`src/rtl/ct_l2c_spsram_128x104_ctrl_pkg.sv`:
```
// Shared widths, depths and FSM encoding for the 128x104 SPSRAM access controller.
package ct_l2c_spsram_128x104_ctrl_pkg;

    localparam int unsigned ADDR_WIDTH = 7;
    localparam int unsigned DATA_WIDTH = 104;
    localparam int unsigned SRAM_DEPTH = 128;
    localparam int unsigned RSP_DEPTH  = 2;

    typedef logic [ADDR_WIDTH-1:0] addr_t;
    typedef logic [DATA_WIDTH-1:0] data_t;

    typedef enum logic {
        StInit = 1'b0,
        StIdle = 1'b1
    } ctrl_state_e;

endpackage

```
`src/rtl/ct_l2c_spsram_128x104_ctrl_if.sv`:
```
// Request/response handshake plus SRAM pin bundle for the access controller.
interface ct_l2c_spsram_128x104_ctrl_if;
    import ct_l2c_spsram_128x104_ctrl_pkg::*;

    logic  init_req;
    logic  init_done;
    logic  req_vld;
    logic  req_rdy;
    logic  req_wr;
    addr_t req_addr;
    data_t req_wdata;
    data_t req_wmask;
    logic  rsp_vld;
    logic  rsp_rdy;
    data_t rsp_data;
    addr_t sram_a;
    logic  sram_cen;
    logic  sram_gwen;
    data_t sram_wen;
    data_t sram_d;
    data_t sram_q;

    // Controller side.
    modport slave (
        input  init_req, req_vld, req_wr, req_addr, req_wdata, req_wmask, rsp_rdy, sram_q,
        output init_done, req_rdy, rsp_vld, rsp_data,
        output sram_a, sram_cen, sram_gwen, sram_wen, sram_d
    );

    // Requester / consumer / SRAM side.
    modport master (
        output init_req, req_vld, req_wr, req_addr, req_wdata, req_wmask, rsp_rdy, sram_q,
        input  init_done, req_rdy, rsp_vld, rsp_data,
        input  sram_a, sram_cen, sram_gwen, sram_wen, sram_d
    );

endinterface

```
`src/rtl/ct_l2c_spsram_128x104_ctrl_rsp_buf.sv`:
```
// Two-entry read-response FIFO; head entry drives the response data directly.
module ct_l2c_spsram_rsp_buf
    import ct_l2c_spsram_128x104_ctrl_pkg::*;
(
    input  logic       clk_i,
    input  logic       rst_i,
    input  logic       push_i,
    input  data_t      push_data_i,
    input  logic       pop_i,
    output data_t      head_o,
    output logic       full_o,
    output logic       empty_o,
    output logic [1:0] count_o
);

    data_t      mem_q [RSP_DEPTH];
    logic       wr_ptr_q, wr_ptr_d;
    logic       rd_ptr_q, rd_ptr_d;
    logic [1:0] count_q, count_d;
    logic       push_ok, pop_ok;

    assign full_o  = (count_q == 2'(RSP_DEPTH));
    assign empty_o = (count_q == 2'd0);
    assign count_o = count_q;
    assign head_o  = mem_q[rd_ptr_q];

    // Overflowing pushes and underflowing pops are dropped rather than corrupting state.
    assign push_ok = push_i && !full_o;
    assign pop_ok  = pop_i && !empty_o;

    // Pointer and occupancy next-state.
    always_comb begin
        wr_ptr_d = wr_ptr_q;
        rd_ptr_d = rd_ptr_q;
        count_d  = count_q;
        if (push_ok) begin
            wr_ptr_d = ~wr_ptr_q;
        end
        if (pop_ok) begin
            rd_ptr_d = ~rd_ptr_q;
        end
        if (push_ok && !pop_ok) begin
            count_d = count_q + 2'd1;
        end else if (!push_ok && pop_ok) begin
            count_d = count_q - 2'd1;
        end
    end

    // FIFO state and storage.
    always_ff @(posedge clk_i or posedge rst_i) begin
        if (rst_i) begin
            wr_ptr_q <= 1'b0;
            rd_ptr_q <= 1'b0;
            count_q  <= 2'd0;
            for (int i = 0; i < int'(RSP_DEPTH); i++) begin
                mem_q[i] <= '0;
            end
        end else begin
            wr_ptr_q <= wr_ptr_d;
            rd_ptr_q <= rd_ptr_d;
            count_q  <= count_d;
            if (push_ok) begin
                mem_q[wr_ptr_q] <= push_data_i;
            end
        end
    end

endmodule

```
`src/rtl/ct_l2c_spsram_128x104_ctrl.sv`:
```
// Access controller for the 128x104 single-port SRAM: post-reset/on-demand array clear,
// request-to-strobe conversion and credit-protected read-response buffering.
module ct_l2c_spsram_128x104_ctrl
    import ct_l2c_spsram_128x104_ctrl_pkg::*;
(
    input logic                          forever_cpuclk,
    input logic                          cpurst,
    ct_l2c_spsram_128x104_ctrl_if.slave  bus_io
);

    localparam addr_t InitLast = ADDR_WIDTH'(SRAM_DEPTH - 1);

    ctrl_state_e state_q, state_d;
    addr_t       init_cnt_q, init_cnt_d;
    logic        init_done_q, init_done_d;
    logic        in_flight_q, in_flight_d;

    logic        req_fire;
    logic        rd_fire;
    logic        init_accept;
    logic        credit_ok;
    logic        buf_full;
    logic        buf_empty;
    logic [1:0]  buf_count;
    data_t       buf_head;

    // Conservative credit: a read may be outstanding in the SRAM pipe, so count it as occupied.
    assign credit_ok = ({1'b0, buf_count} + {2'b00, in_flight_q}) < 3'd2;

    assign bus_io.req_rdy   = init_done_q && credit_ok;
    assign bus_io.init_done = init_done_q;
    assign bus_io.rsp_vld   = !buf_empty;
    assign bus_io.rsp_data  = buf_head;

    assign req_fire    = bus_io.req_vld && bus_io.req_rdy;
    assign rd_fire     = req_fire && !bus_io.req_wr;
    // Clear may only restart with an empty SRAM pipe and an idle port.
    assign init_accept = (state_q == StIdle) && bus_io.init_req && !in_flight_q && !req_fire;
    assign in_flight_d = rd_fire;

    // FSM and clear-counter next-state.
    always_comb begin
        state_d     = state_q;
        init_cnt_d  = init_cnt_q;
        init_done_d = init_done_q;
        unique case (state_q)
            StInit: begin
                init_cnt_d = init_cnt_q + ADDR_WIDTH'(1);
                if (init_cnt_q == InitLast) begin
                    state_d     = StIdle;
                    init_done_d = 1'b1;
                end
            end
            StIdle: begin
                if (init_accept) begin
                    state_d     = StInit;
                    init_cnt_d  = '0;
                    init_done_d = 1'b0;
                end
            end
        endcase
    end

    // Control state registers.
    always_ff @(posedge forever_cpuclk or posedge cpurst) begin
        if (cpurst) begin
            state_q     <= StInit;
            init_cnt_q  <= '0;
            init_done_q <= 1'b0;
            in_flight_q <= 1'b0;
        end else begin
            state_q     <= state_d;
            init_cnt_q  <= init_cnt_d;
            init_done_q <= init_done_d;
            in_flight_q <= in_flight_d;
        end
    end

    // SRAM strobe mux; reset forces the idle pattern so the array is never touched during reset.
    always_comb begin
        bus_io.sram_cen  = 1'b1;
        bus_io.sram_gwen = 1'b1;
        bus_io.sram_wen  = '1;
        bus_io.sram_a    = '0;
        bus_io.sram_d    = '0;
        if (!cpurst) begin
            if (state_q == StInit) begin
                bus_io.sram_cen  = 1'b0;
                bus_io.sram_gwen = 1'b0;
                bus_io.sram_wen  = '0;
                bus_io.sram_a    = init_cnt_q;
            end else if (req_fire) begin
                bus_io.sram_cen = 1'b0;
                bus_io.sram_a   = bus_io.req_addr;
                if (bus_io.req_wr) begin
                    bus_io.sram_gwen = 1'b0;
                    bus_io.sram_wen  = ~bus_io.req_wmask;
                    bus_io.sram_d    = bus_io.req_wdata;
                end
            end
        end
    end

    ct_l2c_spsram_rsp_buf u_rsp_buf (
        .clk_i       (forever_cpuclk),
        .rst_i       (cpurst),
        .push_i      (in_flight_q && !buf_full),
        .push_data_i (bus_io.sram_q),
        .pop_i       (bus_io.rsp_vld && bus_io.rsp_rdy),
        .head_o      (buf_head),
        .full_o      (buf_full),
        .empty_o     (buf_empty),
        .count_o     (buf_count)
    );

endmodule

```
`src/flat_wrapper.sv`:
```
// flat-port wrapper written by rule: the top's interface ports become plain ports
module ct_l2c_spsram_128x104_ctrl_flat import ct_l2c_spsram_128x104_ctrl_pkg::*;
  (forever_cpuclk, cpurst, bus_io_init_req, bus_io_req_vld, bus_io_req_wr, bus_io_req_addr, bus_io_req_wdata, bus_io_req_wmask, bus_io_rsp_rdy, bus_io_sram_q, bus_io_init_done, bus_io_req_rdy, bus_io_rsp_vld, bus_io_rsp_data, bus_io_sram_a, bus_io_sram_cen, bus_io_sram_gwen, bus_io_sram_wen, bus_io_sram_d);
  ct_l2c_spsram_128x104_ctrl_if bus_io_i ();
  input logic forever_cpuclk;
  input logic cpurst;
  input wire logic [$bits(bus_io_i.init_req)-1:0] bus_io_init_req;
  input wire logic [$bits(bus_io_i.req_vld)-1:0] bus_io_req_vld;
  input wire logic [$bits(bus_io_i.req_wr)-1:0] bus_io_req_wr;
  input wire logic [$bits(bus_io_i.req_addr)-1:0] bus_io_req_addr;
  input wire logic [$bits(bus_io_i.req_wdata)-1:0] bus_io_req_wdata;
  input wire logic [$bits(bus_io_i.req_wmask)-1:0] bus_io_req_wmask;
  input wire logic [$bits(bus_io_i.rsp_rdy)-1:0] bus_io_rsp_rdy;
  input wire logic [$bits(bus_io_i.sram_q)-1:0] bus_io_sram_q;
  output wire logic [$bits(bus_io_i.init_done)-1:0] bus_io_init_done;
  output wire logic [$bits(bus_io_i.req_rdy)-1:0] bus_io_req_rdy;
  output wire logic [$bits(bus_io_i.rsp_vld)-1:0] bus_io_rsp_vld;
  output wire logic [$bits(bus_io_i.rsp_data)-1:0] bus_io_rsp_data;
  output wire logic [$bits(bus_io_i.sram_a)-1:0] bus_io_sram_a;
  output wire logic [$bits(bus_io_i.sram_cen)-1:0] bus_io_sram_cen;
  output wire logic [$bits(bus_io_i.sram_gwen)-1:0] bus_io_sram_gwen;
  output wire logic [$bits(bus_io_i.sram_wen)-1:0] bus_io_sram_wen;
  output wire logic [$bits(bus_io_i.sram_d)-1:0] bus_io_sram_d;
  assign bus_io_i.init_req = bus_io_init_req;
  assign bus_io_i.req_vld = bus_io_req_vld;
  assign bus_io_i.req_wr = bus_io_req_wr;
  assign bus_io_i.req_addr = bus_io_req_addr;
  assign bus_io_i.req_wdata = bus_io_req_wdata;
  assign bus_io_i.req_wmask = bus_io_req_wmask;
  assign bus_io_i.rsp_rdy = bus_io_rsp_rdy;
  assign bus_io_i.sram_q = bus_io_sram_q;
  assign bus_io_init_done = bus_io_i.init_done;
  assign bus_io_req_rdy = bus_io_i.req_rdy;
  assign bus_io_rsp_vld = bus_io_i.rsp_vld;
  assign bus_io_rsp_data = bus_io_i.rsp_data;
  assign bus_io_sram_a = bus_io_i.sram_a;
  assign bus_io_sram_cen = bus_io_i.sram_cen;
  assign bus_io_sram_gwen = bus_io_i.sram_gwen;
  assign bus_io_sram_wen = bus_io_i.sram_wen;
  assign bus_io_sram_d = bus_io_i.sram_d;
  ct_l2c_spsram_128x104_ctrl u_core (.forever_cpuclk(forever_cpuclk), .cpurst(cpurst), .bus_io(bus_io_i));
endmodule
```
`config.mk`:
```
export PLATFORM = sky130hd
export DESIGN_NAME = ct_l2c_spsram_128x104_ctrl_flat
export DESIGN_NICKNAME = d
export VERILOG_FILES = /design/src/rtl/ct_l2c_spsram_128x104_ctrl_pkg.sv /design/src/rtl/ct_l2c_spsram_128x104_ctrl_if.sv /design/src/rtl/ct_l2c_spsram_128x104_ctrl_rsp_buf.sv /design/src/rtl/ct_l2c_spsram_128x104_ctrl.sv /design/src/flat_wrapper.sv
export SDC_FILE = /design/constraint.sdc
export NUM_CORES = 1
export LEC_CHECK = 0
export CAP_MARGIN = 20
export CORE_AREA = 2 2 253 255
export DETAILED_ROUTE_END_ITERATION = 6
export DIE_AREA = 0 0 255 257
export PLACE_DENSITY = 0.4
export SYNTH_ARGS = -nofsm -noshare
export SYNTH_HDL_FRONTEND = slang
export SYNTH_SLANG_ARGS = --single-unit
export TNS_END_PERCENT = 20
```
`constraint.sdc`:
```
create_clock -name forever_cpuclk -period 16.5 [get_ports forever_cpuclk]
set_input_delay 3.3 -clock forever_cpuclk [delete_from_list [all_inputs] [get_ports forever_cpuclk]]
set_output_delay 3.3 -clock forever_cpuclk [all_outputs]
set_load 0.005 [all_outputs]
```
==> flow_summary.json <==
{
  "grt_usage": 0.188,
  "ys_ff_latch": 222,
  "avgSynthCellArea_sq_um": 12.9,
  "grt_pass1_vias": 10411,
  "critical_path_required_ps": 13200,
  "wl_mm": 63.9,
  "cts_root_buf": "clkbuf_16",
  "crit_family": "buffers and inverters",
  "netlist-cell-type-count": 40,
  "gp_congestion": 1.25,
  "ctsResizeCount": 0,
  "outcome": "finished, final reports clean",
  "start_util": 0.182,
  "syn_area_sq_um": 11400,
  "cp-start-kind": "input port",
  "drtIter0Drc": 461,
  "crit_fanout": 129,
  "first_pass_iters": 4,
  "ys_async_sr_fraction": 1.00,
  "synth_top_cell_area_share": 0.488,
  "hold_buffers": 0,
  "power.density_nw_per_um2": 134,
  "dp_hpwl_mm": 50.9,
  "synth-main-ff-cell": "dfrtp_1",
  "clk_latency_ps": 550,
  "hold_ws_ps": 499,
  "die_width_um": 255,
  "endpoint_kind": "primary output",
  "max_cap_viol_count": 0,
  "ios": 649,
  "htreeDepth": 1,
  "min_path_cells": 1,
  "die-area_sq_um": 65500,
  "clk_pin_slew_ps": 60,
  "path_class": "input port to primary output",
  "yosys-top-cells-count": "253 x mux2_2, 222 x dfrtp_1, 106 x a21oi_1",
  "synthesis.nets": 1212,
  "cts.sinks": 222,
  "fin_nets": 1818,
  "rsz0062_at_grt": "false",
  "wl_per_cell_um": 27.1,
  "core_sq_um": 62700,
  "ir_worst_vdd_v": 0.0000680,
  "drive_gt1_frac": 0.251,
  "cts_setup_buffers": 0,
  "antenna_found_initial": 17,
  "grt_start_max_net_pins": 130,
  "drv_slew": 0,
  "period_needed_ps": 10060,
  "path_buf_inv": 4,
  "synth-seq-area-share": 0.488,
  "worstRegToRegCells": 4,
  "cts_buffers": 28,
  "overflow": 0,
  "synthCells": 885,
  "crit_cells": 6,
  "synth_top_cell_by_area": "dfrtp_1",
  "min_period_over_period": 0.609,
  "hold_violations": 0,
  "timing.fmax_mhz": 99.4,
  "port_buffers": 648,
  "num_vias": 9767,
  "cp_cell_sequence": "clkdlybuf4s50_1 -> nor4b_4 -> buf_4 -> buf_4 -> a21oi_1 -> clkdlybuf4s50_1",
  "worstPathArrival_ps": 6760,
  "viasPerCell": 4.14,
  "crit_slowest_cell": "buf_4",
  "critPathMaxStageDelay_ps": 810,
  "tns_ps": 0,
  "rows": 92,
  "dieHeight_um": 257,
  "slew_headroom": 0.282,
  "setup_viol": 0,
  "yosysMostFrequentCell": "mux2_2",
  "grt_pass1_wl_mm": 86.5,
  "worstHoldPathType": "flip-flop to flip-flop",
  "cts_buffer_depth": 3,
  "cts_tree": "yes",
  "ant_nets": 0,
  "synth_edf_count": 0,
  "p_leak_nw": 8.19,
  "drcViolationCount": 0,
  "synthTopCellsByArea": "dfrtp_1 49%, mux2_2 25%, mux2_4 7.9%, and3_1 5.8%, a21oi_1 4.7%",
  "worst_pin_slew_ps": 1070,
  "skew_ps": 7.64,
  "area_growth_pct": 71.4,
  "yosys_warnings": 0
}
## cell families after synthesis
kind of cell,Yosys count,synth area share
simple gates,126,0.0697
fa+ha+maj,2,0.00220
flops,222,0.488
compound gates,125,0.0611
mux,314,0.330
xor+xnor,8,0.00615
buf+inv,88,0.0430
## per-layer routing
layer | up-vias | global-route usage | wire, um
met5 | - | 0 | 94
met3 | 63 | 0.0535 | 4690
li1 | 4415 | - | -
met1 | 4905 | 0.222 | 25300
met2 | 372 | 0.344 | 33000
met4 | 12 | 0.0237 | 849
## worst paths after layout
path,from,end,slack [ps]
max,cpurst,bus_io_sram_wen[32],6440
min,u_core.u_rsp_buf.mem_q[12],u_core.u_rsp_buf.mem_q[12],500
max reg2reg,u_core.state_q,u_core.init_cnt_q[0],14000
min reg2reg,u_core.u_rsp_buf.mem_q[12],u_core.u_rsp_buf.mem_q[12],500
max in group asynchronous,cpurst,u_core.u_rsp_buf.rd_ptr_q,11470
min in group asynchronous,cpurst,u_core.u_rsp_buf.count_o[0],3530
## layout by cell type (no fill, tap or decap), types with 3 or more instances in the layout
cell type	synthesis	final
clkbuf_1	28	7
a21oi_1	106	106
mux2_2	253	253
clkinv_2	0	5
xor2_1	3	3
clkbuf_16	0	29
mux2_4	60	60
and3_1	105	105
nor2_1	6	5
clkdlybuf4s50_1	0	648
a22o_1	4	4
xnor2_1	5	5
dfrtp_1	222	220
buf_4	10	11
a32o_1	6	6
clkbuf_8	0	6
## worst register-to-register path: cells and delay by family (launching register included)
kind / cells / cell delay (ps)
flops: 1 / 380
compound gates: 1 / 620
buf+inv: 2 / 1150
mux: 1 / 290
## power breakdown
group	total (W)	switching (W)	internal, W
logic	0.00115	0.000418	0.000727
registers	0.000850	0.000123	0.000727
clock network	0.000625	0.000246	0.000379
## flip-flops by register name, indices dropped and copies added (netlist names)
| register | cells |
|---|---|
| u_core.init_cnt_q | 7 |
| u_core.state_q | 1 |
| u_core.u_rsp_buf.rd_ptr_q | 1 |
| u_core.u_rsp_buf.wr_ptr_q | 1 |
| u_core.u_rsp_buf.count_o | 2 |
| u_core.u_rsp_buf.mem_q | 208 |
| u_core.bus_io.init_done | 1 |
| u_core.in_flight_q | 1 |
## area by class of cell
cell class,count,area (sq um)
repair buffers,659,6570
fillers,6355,43200
clock inverters,9,101
well taps,846,1060
flip-flops and latches,222,5560
diodes,1,2.50
multi-input cells,575,5370
clock buffers,42,835
inverters,5,26.3
## per-stage QoR
step           worst slack, ps  cell area (sq um)  total power, W  instances   util
3_3_place_gp              6360              18600         0.00202       2307  0.296
3_5_place_dp              6370              18600         0.00203       2307  0.296
4_1_cts                   6370              19500         0.00268       2358  0.311
2_1_floorplan             4590              11400         0.00137        885      -
6_report                  6440              19500         0.00262       2359  0.311
5_1_grt                   6180              19500         0.00278       2358  0.311
Power figures use the tool's default switching activity.
